`src/rtl/cacheline_burst_adaptor.sv`:
```
// cacheline_burst_adaptor
// Memory-side responder that turns one 256-bit cache line request into a
// 4-beat, 64-bit burst on the physical memory port and pulses resp_o once
// the whole line has moved.

module cacheline_burst_adaptor #(
   parameter int LINE_W  = 256,
   parameter int BURST_W = 64
) (
   input  logic                clk,
   input  logic                rst,
   input  logic [31:0]         address_i,
   input  logic                read_i,
   input  logic                write_i,
   input  logic [LINE_W-1:0]   line_i,
   output logic [LINE_W-1:0]   line_o,
   output logic                resp_o,
   output logic [31:0]         address_o,
   output logic                read_o,
   output logic                write_o,
   output logic [BURST_W-1:0]  burst_o,
   input  logic [BURST_W-1:0]  burst_i,
   input  logic                resp_i
);

   localparam int BEATS = LINE_W / BURST_W;
   localparam int CNT_W = $clog2(BEATS);
   localparam int OFF_W = $clog2(LINE_W / 8);

   typedef enum logic [1:0] {
      IDLE  = 2'd0,
      READ  = 2'd1,
      WRITE = 2'd2,
      DONE  = 2'd3
   } state_t;

   state_t              state_q, state_d;
   logic [CNT_W-1:0]    cnt_q, cnt_d;
   logic [LINE_W-1:0]   buf_q, buf_d;
   logic [31:0]         addr_q, addr_d;

   // The byte offset inside a line never reaches memory; the line is
   // always fetched or stored as a whole.
   logic unused_addr_bits;
   assign unused_addr_bits = ^address_i[OFF_W-1:0];

   // State register plus datapath flops; reset clears everything so an
   // aborted transfer leaves no stale beats behind.
   always_ff @(posedge clk or posedge rst) begin
      if (rst) begin
         state_q <= IDLE;
         cnt_q   <= '0;
         buf_q   <= '0;
         addr_q  <= '0;
      end else begin
         state_q <= state_d;
         cnt_q   <= cnt_d;
         buf_q   <= buf_d;
         addr_q  <= addr_d;
      end
   end

   // Next-state and datapath update: accept a request in IDLE (read wins
   // over write), then count only acknowledged beats until the line is done.
   always_comb begin
      state_d = state_q;
      cnt_d   = cnt_q;
      buf_d   = buf_q;
      addr_d  = addr_q;
      case (state_q)
         IDLE: begin
            if (read_i) begin
               addr_d  = {address_i[31:OFF_W], {OFF_W{1'b0}}};
               cnt_d   = '0;
               state_d = READ;
            end else if (write_i) begin
               addr_d  = {address_i[31:OFF_W], {OFF_W{1'b0}}};
               buf_d   = line_i;
               cnt_d   = '0;
               state_d = WRITE;
            end
         end
         READ: begin
            if (resp_i) begin
               buf_d[cnt_q*BURST_W +: BURST_W] = burst_i;
               cnt_d = cnt_q + 1'b1;
               if (cnt_q == CNT_W'(BEATS - 1)) begin
                  state_d = DONE;
               end
            end
         end
         WRITE: begin
            if (resp_i) begin
               cnt_d = cnt_q + 1'b1;
               if (cnt_q == CNT_W'(BEATS - 1)) begin
                  state_d = DONE;
               end
            end
         end
         DONE: begin
            state_d = IDLE;
         end
         default: begin
            state_d = IDLE;
         end
      endcase
   end

   // Outputs decode from registered state only, so nothing on the request
   // or acknowledge inputs can reach an output in the same cycle.
   always_comb begin
      read_o    = (state_q == READ);
      write_o   = (state_q == WRITE);
      resp_o    = (state_q == DONE);
      line_o    = buf_q;
      address_o = addr_q;
      burst_o   = '0;
      if (state_q == WRITE) begin
         burst_o = buf_q[cnt_q*BURST_W +: BURST_W];
      end
   end

endmodule

```
`config.mk`:
```
export PLATFORM = sky130hd
export DESIGN_NAME = cacheline_burst_adaptor
export DESIGN_NICKNAME = d
export VERILOG_FILES = /design/src/rtl/cacheline_burst_adaptor.sv
export SDC_FILE = /design/constraint.sdc
export NUM_CORES = 1
export LEC_CHECK = 0
export BUFFER_PORTS_ARGS = -buffer_cell sky130_fd_sc_hd__buf_2
export CAP_MARGIN = 25
export CORE_AREA = 4 4 275 277
export DETAILED_ROUTE_END_ITERATION = 10
export DIE_AREA = 0 0 279 281
export PLACE_DENSITY = 0.5
export RECOVER_POWER = 100
export REMOVE_ABC_BUFFERS = 1
export SLEW_MARGIN = 40
export SYNTH_ARGS = -nofsm -noshare
export SYNTH_HDL_FRONTEND = slang
export SYNTH_SLANG_ARGS = --single-unit
```
`constraint.sdc`:
```
create_clock -name clk -period 20.6 [get_ports clk]
set_input_delay 1.03 -clock clk [delete_from_list [all_inputs] [get_ports clk]]
set_output_delay 1.03 -clock clk [all_outputs]
set_load 0.005 [all_outputs]
```
* Word level (Yosys, flattened, before mapping)
Index checks and enable logic that the tools add are counted.
** Cells by class
- Add/sub/neg operators :: 2
- Equal/unequal tests :: 10
- Shift operators :: 3
- Mux-type cells :: 17
- Reductions and logical operators :: 9
** Operator list (number)
- $mux W256 :: 3
- $pmux W256 S2 :: 1
- $bwmux W256 :: 1
- $shift A64 B34 Y256 const A :: 1
- $shiftx A256 B9 Y64 :: 1
- $shiftx A64 B34 Y256 :: 1
- $mux W32 :: 2
- $mux W64 :: 1
- $neg A8 Y34 :: 1
- $mux W2 :: 7
- $eq A2 B2 Y1 const B :: 3
- $ne A2 B1 Y1 const B :: 3
- $pmux W2 S3 :: 1
- $reduce_and A3 Y1 :: 2
- $reduce_bool A2 Y1 :: 3
- $ne A2 B2 Y1 const B :: 2
- $pmux W2 S2 :: 1
- $reduce_and A4 Y1 :: 1
- $ne A3 B3 Y1 const B :: 1
- $add A2 B1 Y2 const B :: 1
- $eq A2 B1 Y1 const B :: 1
- $logic_not A2 Y1 :: 1
- $reduce_and A2 Y1 :: 1
- $reduce_or A2 Y1 :: 1
** Storage, ports and cells
- Bits in registers :: 292
- Output and inout port bits :: 355
- Logic and storage cells :: 45

* Logic depth before layout (Yosys ltp)
- Word-level depth :: 5
- Gate-level depth with buffers :: 10

* Least setup slack after synthesis
No wires, ideal clock.
- Path kind :: register -> output
- From :: reg cnt_q[1]
- To :: out burst_o[27]
- Data arrival time :: 1.577 ns
- Data required time :: 19.570 ns
- Path slack :: 17.993 ns
- Cell stages (with the launch flop) :: 6
- Path buffers :: 3
- Cell sequence :: dfrtp_1 > clkbuf_1 > buf_4 > buf_4 > mux4_2 > and2_1
** Between the ends
- Word-level cells in the longest chain between the ends :: 2
** Ends and longest elaborated chain
- start, declared :: line 38 : logic [CNT_W-1:0] cnt_q, cnt_d;
- start signal, assigned :: line 57 : cnt_q <= cnt_d;
- $shiftx A256 B9 Y64 :: line 119 : burst_o = buf_q[cnt_q*BURST_W +: BURST_W];
- $mux W64 :: line 118 : if (state_q == WRITE) begin
- end, declared :: line 21 : output logic [BURST_W-1:0] burst_o,
No other way between the ends.

* Worst setup path after layout
- From :: reg cnt_q[0]
- To :: reg buf_q[67], in the netlist line_o[67]
** Between the ends
- Word-level cells in the longest chain between the ends :: 5
- Elaborated cells between the ends (all ways) :: 6
** Ends and longest elaborated chain
- $neg A8 Y34 (*) :: line 85 : buf_d[cnt_q*BURST_W +: BURST_W] = burst_i;
- $shiftx A64 B34 Y256 / $shift A64 B34 Y256 (equally long branches) :: line 85
- $bwmux W256 (*) :: line 85
- $mux W256 (*) :: line 84 : if (resp_i) begin
- $pmux W256 S2 (*) :: line 70 : case (state_q)
- end signal, assigned :: line 58 : buf_q <= buf_d;
- end, declared :: line 39 : logic [LINE_W-1:0] buf_q, buf_d;
Every way passes the cells marked *; elsewhere a longest branch is shown, timed or not. The select of a mux whose other input is x is not followed.
A chain may end at the register's enable or synchronous reset.

==> results.md <==
- Status: complete, but fails checks
- Failing checks: max-capacitance violations, max-slew violations
- Max-Cap Viols: 14
- Slowest-stage cell, CP: clkbuf_1
- Crit-path leading delay family: buffers and inverters
- Final hold violation count: 0
- IO Pins: 712
- CTS max path bufs: 3
- Die Ht: 281 µm
- DP HPWL: 52.98 mm
- Crit start category: flip-flop
- Post-synth cell types: 37
- CTS Sinks: 287
- Initial Util: 23.66%
- Slew @ Worst Pin: 4.552 ns
- Commonest non-fill, non-tap cell in the layout: buf_2
- Hold Path Sink: address_o[29]
- CTS tree: built
- I/O Buffers: 701
- Slew headroom: -203.5%
- Clk_lat worst skew: 0.53 ns
- Simple-Gate Fraction of Synth Area: 6.949%
- Total wire length: 75.17 mm
- Post-synth EDFFs: 0
- Largest net degree at the start of global routing: 142
- Most frequent cells in the layout: 484 x buf_2, 286 x dfrtp_1, 238 x clkbuf_1
- Via-per-instance ratio: 5.198
- Tmin final: 9.614 ns
- Initial antenna violation count: 11
- CTS clk-pin slew, worst paths: 0.06 ns
- Post-Synth XOR/XNOR Area: 0%
- Drc violations: 0
- Share of cells above drive strength 1: 42.92%
- Pleak: 0.01001 µW
- Postcts setup bufs: 0
- Inserted Clock Buffers: 37
- Asr flop ratio synth: 100.0%
- Top_reg_cell synth: dfrtp_1
- CP Cell Sequence: inv_1 > ha_4 > clkbuf_1 > and3b_1 > clkbuf_1 > a32o_1 > mux2_2
- R2R Setup Slk: 10.99 ns
- FMAX: 0.1040 GHz
- Compound-Gate Fraction of Synth Area: 15.27%
- Worst reg2reg endpoint: line_o[67]
- Worst Reg-to-Reg Cells: 7
- Final Max Tran Viols: 669
- Vias in the first global route: 16580
- Hold Crit Depth: 1
- Area grow syn2layout: 27.69%
- CTS Hold Bufs: 0
- Resize count post-CTS: 0
- CP most frequent cell: clkbuf_1
- Final net count: 2341
- DRT Pass-1 Iters: 7
- Worst Skew: 0.01610 ns
- Syn Std Cell Area: 17230 µm²
- Final TNS setup: 0 ns
- Dpl cells: 2894
- RSZ-0062 raised after global routing: no
- Grt ovf: 0
- # setup viols final: 0
- Synth Area in Adders: 0.6535%
- Crit path DAT: 10.09 ns
- Hold path start: address_o[29]
- Hold Crit Class: reg -> reg
- Worst-path fanout max: 69
- Period utilization: 46.67%
- Register area share after synthesis: 41.68%
- H-tree levels: 2
- Post-Syn Area per Cell: 12.71 µm²
- Final GP Congestion: 0.8854
- Floorplan row count: 99
- Main combinational cell family by area after synthesis: multiplexers
- PwrDens: 169.0 nW/µm²
- Core area: 72830 µm²
- Overall Global Routing Usage: 18.30%
- Fillers: 7737
- Worst Path Class, Setup: reg -> reg
- Post-DR wirelength/cell: 25.34 µm
- Routed vias: 15420
- Mux share of post-synthesis cell area: 28.17%
- CP endpoint kind: flip-flop
- First-pass GRT wire length: 110.9 mm
- Die X: 279 µm
- Layout Cells excl Fill: 2966
- Synth warnings: 0
- Worst EP required: 21.07 ns
- Seq cells post-synth: 287
- Post-Synthesis Cells: 1356
- Maximum VDD drop: 0.0001226 V
- Initial DRC Count: 941
- Die area: 78400 µm²
- Worst path max stage delay: 2.77 ns
- Worst r2r src: cnt_q[0]
- DRT antenna net count: 0
- Worst path bufs/invs: 3
- CTS root buf: clkbuf_16
==> report_power, final <==
| group | internal (µW) | switching, µW | total, µW |
|---|---|---|---|
| Combinational | 909 | 1070 | 1980 |
| Clock | 371 | 258 | 629 |
| Sequential | 841 | 265 | 1110 |
==> flip-flops by register name (all words and copies together), names as in the netlist <==
signal	flops
state_q	2
line_o	256
cnt_q	2
address_o	27
==> how the worst max path moves through the flow <==
stage,start,to,cells after the start
CTS,cnt_q[1],burst_o[59],4
finish,cnt_q[0],line_o[67],7
detailed placement,cnt_q[0],line_o[192],7
global placement,cnt_q[1],line_o[192],7
global route,cnt_q[0],line_o[192],7
floorplan,rst,address_o[10],1
==> area by class of cell <==
type / count / area (µm²) / area share (%)
Antenna cell: 8 / 20.02 / 0.09099
Clock inverter: 7 / 60.06 / 0.2730
Multi-Input combinational cell: 847 / 8657 / 39.35
Inverter: 71 / 270.3 / 1.228
Sequential cell: 287 / 7186 / 32.66
Clock buffer: 56 / 1077 / 4.896
Tap cell: 959 / 1200 / 5.454
Timing Repair Buffer: 731 / 3531 / 16.05
==> cell usage after synthesis (6+ instances only) <==
library cell | n | area share (%)
nand2_1 | 70 | 1.5
ha_1 | 9 | 0.65
mux2_4 | 60 | 5.2
mux2_2 | 223 | 15
buf_2 | 40 | 1.2
mux4_2 | 64 | 8.4
buf_8 | 6 | 0.52
buf_4 | 17 | 0.74
clkbuf_1 | 60 | 1.3
a32o_1 | 128 | 7.4
inv_1 | 70 | 1.5
buf_6 | 27 | 1.8
nor2b_1 | 66 | 2.4
dfrtp_1 | 287 | 42
o32ai_1 | 65 | 3.3
and2_1 | 66 | 2.4
a41o_1 | 64 | 3.7
==> stage by stage <==
| stage | setup slack [ns] | total power (µW) | instance area [µm²] | util, % | hold slack [ns] |
|---|---|---|---|---|---|
| 2_1_floorplan | 11.65 | 2311 | 16260 | - | 0.5044 |
| 3_3_place_gp | 16.00 | 3163 | 21240 | 29.16 | 0.4835 |
| 3_5_place_dp | 16.87 | 3245 | 21450 | 29.45 | 0.4879 |
| 4_1_cts | 16.61 | 3898 | 22580 | 31.01 | 0.4995 |
| 5_1_grt | 10.43 | 3934 | 22000 | 30.20 | 0.5189 |
| 6_report | 10.99 | 3718 | 22000 | 30.21 | 0.5020 |
==> metal layers <==
metal	routed length [µm]	vias up	GRT usage [%]
met3	5497	182	4.095
li1	-	6455	-
met4	2765	4	6.759
met2	37070	768	31.61
met1	29820	8007	22.42
met5	21	-	0
==> kinds of logic after synthesis <==
family / after synthesis
compound gates: 269
fa+ha+maj: 9
buf+inv: 226
flops: 287
mux: 347
other cells: 1
simple gates: 217
No activity file was read; power rests on OpenSTA's default activity.
